## src/rtl/uart_rx_if.sv

```systemverilog
// Byte-side handshake between the UART receiver and its consumer.
// The master side produces bytes and error pulses; the slave side returns ready.
interface uart_rx_if;
  logic [7:0] rx_data;
  logic       rx_valid;
  logic       rx_ready;
  logic       frm_err;
  logic       overrun;

  modport master (
    output rx_data, rx_valid, frm_err, overrun,
    input  rx_ready
  );

  modport slave (
    input  rx_data, rx_valid, frm_err, overrun,
    output rx_ready
  );
endinterface

```

## src/rtl/uart_rx_deser.sv

```systemverilog
// 8N1 UART receiver: 2-flop synchroniser, oversampled mid-bit sampling,
// byte delivered on a valid/ready interface with framing-error and overrun pulses.
//
// state     | meaning
// IDLE      | line idle, waiting for a falling edge on rxs
// START     | timing to the middle of the start bit, glitch check
// DATA      | sampling 8 data bits at mid-bit, LSB first
// STOP      | sampling the stop bit, deliver or flag framing error
// WAIT_IDLE | after a framing error, wait for the line to return high
module uart_rx_deser #(
  parameter int CLOCK_RATE = 100_000_000,
  parameter int BAUD_RATE  = 9_600,
  parameter int OVERSAMPLE = 16
) (
  input  logic      clk,
  input  logic      rst_n,
  input  logic      rxd,
  uart_rx_if.master rx
);

  localparam int DIV   = (CLOCK_RATE + BAUD_RATE * OVERSAMPLE / 2) / (BAUD_RATE * OVERSAMPLE);
  localparam int DIV_W = (DIV > 1) ? $clog2(DIV) : 1;
  localparam int OS_W  = $clog2(OVERSAMPLE);

  localparam logic [DIV_W-1:0] DIV_LAST = DIV_W'(DIV - 1);
  localparam logic [OS_W-1:0]  OS_LAST  = OS_W'(OVERSAMPLE - 1);
  localparam logic [OS_W-1:0]  OS_MID   = OS_W'(OVERSAMPLE / 2 - 1);

  typedef enum logic [2:0] {
    IDLE      = 3'd0,
    START     = 3'd1,
    DATA      = 3'd2,
    STOP      = 3'd3,
    WAIT_IDLE = 3'd4
  } state_t;

  state_t           state, state_nxt;
  logic             rx_meta, rxs;
  logic [DIV_W-1:0] div_cnt;
  logic [OS_W-1:0]  os_cnt;
  logic [2:0]       bit_cnt;
  logic [7:0]       shift;

  logic run, tick, mid_start, mid_bit;
  logic shift_en, deliver, frame_bad;

  always_ff @(posedge clk or negedge rst_n) begin
    if (!rst_n) begin
      rx_meta <= 1'b1;
      rxs     <= 1'b1;
    end else begin
      rx_meta <= rxd;
      rxs     <= rx_meta;
    end
  end

  always_ff @(posedge clk or negedge rst_n) begin
    if (!rst_n) state <= IDLE;
    else        state <= state_nxt;
  end

  always_comb begin
    state_nxt = state;
    run       = (state == START) || (state == DATA) || (state == STOP);
    tick      = run && (div_cnt == DIV_LAST);
    mid_start = (state == START) && tick && (os_cnt == OS_MID);
    mid_bit   = tick && (os_cnt == OS_LAST);
    shift_en  = 1'b0;
    deliver   = 1'b0;
    frame_bad = 1'b0;
    case (state)
      IDLE:      if (!rxs) state_nxt = START;
      START:     if (mid_start) state_nxt = rxs ? IDLE : DATA;
      DATA: begin
        if (mid_bit) begin
          shift_en = 1'b1;
          if (bit_cnt == 3'd7) state_nxt = STOP;
        end
      end
      STOP: begin
        if (mid_bit) begin
          if (rxs) begin
            deliver   = 1'b1;
            state_nxt = IDLE;
          end else begin
            frame_bad = 1'b1;
            state_nxt = WAIT_IDLE;
          end
        end
      end
      WAIT_IDLE: if (rxs) state_nxt = IDLE;
      default:   state_nxt = IDLE;
    endcase
  end

  // Divider and sub-bit counter only run while a frame is in progress.
  always_ff @(posedge clk or negedge rst_n) begin
    if (!rst_n) begin
      div_cnt <= '0;
      os_cnt  <= '0;
      bit_cnt <= 3'd0;
      shift   <= 8'h00;
    end else begin
      if (!run || tick) div_cnt <= '0;
      else              div_cnt <= div_cnt + 1'b1;

      if (!run || mid_start)  os_cnt <= '0;
      else if (tick)          os_cnt <= (os_cnt == OS_LAST) ? '0 : os_cnt + 1'b1;

      if (mid_start)     bit_cnt <= 3'd0;
      else if (shift_en) bit_cnt <= bit_cnt + 3'd1;

      if (shift_en) shift <= {rxs, shift[7:1]};
    end
  end

  always_ff @(posedge clk or negedge rst_n) begin
    if (!rst_n) begin
      rx.rx_data  <= 8'h00;
      rx.rx_valid <= 1'b0;
      rx.frm_err  <= 1'b0;
      rx.overrun  <= 1'b0;
    end else begin
      rx.frm_err <= frame_bad;
      rx.overrun <= 1'b0;
      if (deliver) begin
        // A byte consumed on this same edge frees the slot for the new one.
        if (!rx.rx_valid || rx.rx_ready) begin
          rx.rx_data  <= shift;
          rx.rx_valid <= 1'b1;
        end else begin
          rx.overrun <= 1'b1;
        end
      end else if (rx.rx_valid && rx.rx_ready) begin
        rx.rx_valid <= 1'b0;
      end
    end
  end

endmodule

```

## src/flat_wrapper.sv

```systemverilog
// flat-port wrapper written by rule: the top's interface ports become plain ports
module uart_rx_deser_flat 
#(
  parameter int CLOCK_RATE = 100_000_000,
  parameter int BAUD_RATE  = 9_600,
  parameter int OVERSAMPLE = 16
)
  (clk, rst_n, rxd, rx_rx_data, rx_rx_valid, rx_frm_err, rx_overrun, rx_rx_ready);
  uart_rx_if rx_i ();
  input  logic clk;
  input  logic rst_n;
  input  logic rxd;
  output wire logic [$bits(rx_i.rx_data)-1:0] rx_rx_data;
  output wire logic [$bits(rx_i.rx_valid)-1:0] rx_rx_valid;
  output wire logic [$bits(rx_i.frm_err)-1:0] rx_frm_err;
  output wire logic [$bits(rx_i.overrun)-1:0] rx_overrun;
  input wire logic [$bits(rx_i.rx_ready)-1:0] rx_rx_ready;
  assign rx_rx_data = rx_i.rx_data;
  assign rx_rx_valid = rx_i.rx_valid;
  assign rx_frm_err = rx_i.frm_err;
  assign rx_overrun = rx_i.overrun;
  assign rx_i.rx_ready = rx_rx_ready;
  uart_rx_deser #(.CLOCK_RATE(CLOCK_RATE), .BAUD_RATE(BAUD_RATE), .OVERSAMPLE(OVERSAMPLE)) u_core (.clk(clk), .rst_n(rst_n), .rxd(rxd), .rx(rx_i));
endmodule
```

## config.mk

```make
export PLATFORM = sky130hd
export DESIGN_NAME = uart_rx_deser_flat
export DESIGN_NICKNAME = d
export VERILOG_FILES = /design/src/rtl/uart_rx_if.sv /design/src/rtl/uart_rx_deser.sv /design/src/flat_wrapper.sv
export SDC_FILE = /design/constraint.sdc
export NUM_CORES = 1
export LEC_CHECK = 0
export ABC_CLOCK_PERIOD_IN_PS = 5700
export BUFFER_PORTS_ARGS = -buffer_cell sky130_fd_sc_hd__buf_2
export CORE_MARGIN = 5
export CORE_UTILIZATION = 30
export CTS_CLUSTER_SIZE = 14
export DETAILED_ROUTE_END_ITERATION = 8
export SLEW_MARGIN = 40
export SYNTH_ARGS = -nofsm -noshare
export SYNTH_HDL_FRONTEND = slang
export SYNTH_SLANG_ARGS = --single-unit
```

## constraint.sdc

```tcl
create_clock -name clk -period 5.7 [get_ports clk]
set_input_delay 0.57 -clock clk [delete_from_list [all_inputs] [get_ports clk]]
set_output_delay 0.57 -clock clk [all_outputs]
set_load 0.005 [all_outputs]
```

# Word level (Yosys, flattened, before mapping)

Cells that the tools add are included.

Register bits: 41
Input port bits: 4
Output and inout port bits: 11
Word-level logic and storage cells: 76

Multiplexer cells: 28
Add/subtract/negate cells: 3
Equal/unequal tests: 15
Reduce and logical (&&, ||, !) cells: 19

Operators by type and width:

| cell                                                                   | number |
|---|---|
| 3-bit 2-to-1 mux                                                       | 9 |
| 3-bit one-hot mux with 5 select lines                                  | 1 |
| 1-bit 2-to-1 mux                                                       | 13 |
| 4-bit 2-to-1 mux                                                       | 3 |
| 10-bit by 1-bit adder with 10-bit output (second input constant)       | 1 |
| 10-bit equality test (second input constant)                           | 1 |
| 10-bit 2-to-1 mux                                                      | 1 |
| 2-bit by 1-bit != test with 1-bit output (second input constant)       | 4 |
| 3-bit by 2-bit equality test with 1-bit output (second input constant) | 2 |
| 3-bit equality test (second input constant)                            | 2 |
| 2-bit != test (second input constant)                                  | 3 |
| 6-bit AND reduction                                                    | 1 |
| 2-bit nonzero test                                                     | 3 |
| 1-bit logical AND                                                      | 5 |
| 1-bit logical OR                                                       | 5 |
| 4-bit by 1-bit adder with 4-bit output (second input constant)         | 1 |
| 4-bit by 3-bit equality test with 1-bit output (second input constant) | 1 |
| 4-bit equality test (second input constant)                            | 1 |
| 2-bit AND reduction                                                    | 2 |
| 3-bit by 1-bit adder with 3-bit output (second input constant)         | 1 |
| 3-bit by 1-bit equality test with 1-bit output (second input constant) | 1 |
| 3-bit zero test                                                        | 1 |
| 1-bit zero test                                                        | 2 |
| 2-bit 2-to-1 mux                                                       | 1 |

# Depth between registers and ports, before layout

Depth in word-level cells: 9
Mapped depth: 8
Gate-level depth less buffers: 6

# Least setup slack after synthesis

Ideal clock, no wire load.

Path kind: register to register
Start: register u_core.div_cnt[4]
End: register u_core.rx.rx_data[0]
Stages on the path, launching flop included: 5
Period minus slack after synthesis: 1.934 ns
Path slack: 3.766 ns
Required time: 5.575 ns
Library setup time: 0.125 ns
Data arrival time: 1.809 ns
Cells stage by stage: dfrtp_1 > nor4b_4 > nand3_2 > nor4b_4 > mux2_2

Cells in the longest elaborated chain, start to end: 6

Ends and longest elaborated chain:

| what                          | line                 | text |
|---|---|---|
| start, declared               | uart_rx_deser.sv:39  | `logic [DIV_W-1:0] div_cnt;` |
| start signal, assigned        | uart_rx_deser.sv:105 | `else div_cnt <= div_cnt + 1'b1;` |
| 10-bit equality test          | uart_rx_deser.sv:65  | `tick = run && (div_cnt == DIV_LAST);` |
| 1-bit logical AND             | uart_rx_deser.sv:65  |  |
| 1-bit logical AND             | uart_rx_deser.sv:67  | `mid_bit = tick && (os_cnt == OS_LAST);` |
| 1-bit 2-to-1 mux              | uart_rx_deser.sv:81  | `if (mid_bit) begin` |
| 1-bit 2-to-1 mux              | uart_rx_deser.sv:71  | `case (state)` |
| 2-bit AND reduction (no line) | n/a                  |  |
| end signal, assigned          | uart_rx_deser.sv:129 | `rx.rx_data <= shift;` |
| end, declared                 | uart_rx_if.sv:11     | `output rx_data, rx_valid, frm_err, overrun,` |

No other way between the ends.
A chain may end at the register's enable or synchronous reset.

# Worst setup path in the final report

Start: register u_core.div_cnt[4]
End: register u_core.rx.rx_data[6]

Same word-level chain as after synthesis.

==> run metrics <==
peak supply drop 0.1232 mV; PwrDens 234.4 mW/mm2; Via-to-Cell Ratio 4.806; diode count 0; MaxCap Viol Count 0; Ys Warns 0; Crit path arrival time 2.51 ns; syn nets 168; Final Cycle Share 0.4097; Avg Cell Area, Syn 11.80 um2; clock transition at the registers of the reported paths 0.08 ns; fin area 0.002121 mm2; Initial DRT Pass Iterations 4; Post-Synthesis Cells 159; Nets 185; sequential fraction of the synthesis area 0.5484; Via Count 1211; worst-case clock buffer depth 2; number of global-route vias before repair 1192; commonest non-fill, non-tap cell in the layout dfrtp_1; DRC Markers 0; Post-Syn Area 0.001876 mm2; top cell type by total area after synthesis dfrtp_1; # clock sinks 41; row count 28; Sum Neg Setup Slack 0 ns; final setup fails 0; commonest cells after routing, fill and taps aside dfrtp_1, nor2_1, mux2_2; top post-synthesis cells by area dfrtp_1, mux2_2, nor2_1; core area 0.005991 mm2; DP HPWL 2.232 mm; initial drt markers 55; Synth top area share 0.5203; Finished Core Util 0.3540; crit-path cells nor4b_4 -> nand3_2 -> nor4b_4 -> mux2_2; share of cells above drive strength 1 0.2599; worst stage delay on the critical path 0.68 ns; prevailing post-synth register cell dfrtp_1; final wirelength 3.269 mm; Worst EP required 5.88 ns; antenna violations before repair 0; first-pass GRT wire length 5.747 mm; largest net degree at the start of global routing 42; routed len/inst 12.97 um; skew final 0.01055 ns; placed inst area 0.002027 mm2; register bit total from synthesis 41; Pwr Total 497.2 uW; Hold Buf Count CTS 0; total CTS buffers 5; most used cell, CP nor4b_4; RSZ-0062 raised after global routing false; hold slack 0.2417 ns; Root Buffer clkbuf_8; worst-margin pin slew 0.6500 ns; H-tree depth 2; worst min path class input port to asynchronous set/reset pin; FILL cells 600; postcts setup bufs 0; initial core utilization 0.3131; Startpoint Class flop; CTS tree done; number of enable-type register cells in the synthesized netlist 0; max-slew violation total from the final report 0; crit path kind flop to flop; count of cell types in the netlist 37; die area 0.007933 mm2; fin crit period 2.335 ns; DRT antenna net count 0; Max Fclk 0.4282 GHz; Area Overhead vs Synth 13.08%; port buffer count 14; final RePlAce weighted congestion 0.7364; Top Ports 15; GRT Util Overall 0.09184; GRT overflow 0; clk_lat worst skew 0.29 ns; Die Y 89.07 um; Die Wd 89.07 um; FFs w/ async S/R, synth 1.000; worst-path cell with the longest stage delay nor4b_4; run status finished clean; Leak 0.9826 nW; Relative slew margins 0.5643; post-cts resize count 0; Critical Path Sink Type flop; critical path peak fanout 13; final hold violations 0
-- flip-flops by register name (all words and copies together) (netlist names) --
name	count
u_core.bit_cnt	3
u_core.state	3
u_core.rx.overrun	1
u_core.shift	8
u_core.os_cnt	4
u_core.rxs	1
u_core.rx_meta	1
u_core.div_cnt	10
u_core.rx.frm_err	1
u_core.rx.rx_data	8
u_core.rx.rx_valid	1
-- cell type report --
class	count	area [um2]	area share
Clock inverter	1	7.507	0.003540
Clock buffer	7	86.33	0.04071
Inverter	1	3.754	0.001770
Timing Repair Buffer	14	72.57	0.03422
Multi-Input combinational cell	113	828.3	0.3906
Sequential cell	41	1028	0.4850
Tap cell	75	93.84	0.04425
-- critical path: cells and delay by family (launching register included) --
kind / cells / cell delay [ns]
simple gates: 3 / 1.38
flops: 1 / 0.44
mux: 1 / 0.40
-- logic make-up after synthesis --
logic type | after synthesis | synth area share
xor gates and xnor gates | 9 | 0.04203
muxes | 16 | 0.09606
AOI/OAI and AO/OA | 18 | 0.05670
DFF | 41 | 0.5484
and+or+nand+nor | 65 | 0.2135
buffers and inverters | 5 | 0.01000
adders and majority gates | 5 | 0.03336
-- through the flow --
step / std cells / setup slack (ns)
floorplan: 159 / 3.766
global placement: 244 / 3.414
detailed placement: 244 / 3.388
CTS: 252 / 3.359
global route: 252 / 3.229
finish: 252 / 3.365
-- path summary, 6_finish.rpt --
path,end,slack [ns],from,depth (start not counted)
min reg2reg,u_core.rxs$_DFF_PN1_,0.36,u_core.rx_meta$_DFF_PN1_,0
max reg2reg,u_core.rx.rx_data[6]$_DFFE_PN0P_,3.36,u_core.div_cnt[4]$_DFF_PN0_,4
min,u_core.div_cnt[5]$_DFF_PN0_,0.24,rst_n,1
max,u_core.rx.rx_data[6]$_DFFE_PN0P_,3.36,u_core.div_cnt[4]$_DFF_PN0_,4
max in group asynchronous,u_core.rxs$_DFF_PN1_,5.09,rst_n,1
min in group clk,u_core.rxs$_DFF_PN1_,0.36,u_core.rx_meta$_DFF_PN1_,0
-- routing by layer --
| metal | part of all wire | global-route usage |
|---|---|---|
| met1 | 0.51 | 0.1292 |
| met2 | 0.45 | 0.1323 |
| met3 | 0.024 | 0.02765 |
| met4 | 0.013 | 0.03654 |
| met5 | 0 | 0 |
-- cells in the mapped netlist (2+ instances only) --
library cell and instances:
ha_1 5, xor2_1 3, dfrtp_1 39, nand3_1 6, nand3b_1 4, nand2b_1 2
mux2_2 16, nand2_1 9, nor3_1 3, dfstp_2 2, nand4_1 2, a21oi_1 9
xnor2_1 6, clkbuf_1 4, nor4b_4 2, and3_1 3, o31ai_1 3, nand4b_1 2
nor2_1 19, o21ai_0 3
-- where the power goes --
group          internal [mW]  switching [mW]  leakage [nW]
clock                 0.0984          0.0990        0.0445
combinational        0.00118         0.00587         0.387
sequential             0.292        0.000757         0.551
total                  0.392           0.106         0.983
Note: power is estimated with default switching activity, not from simulation.
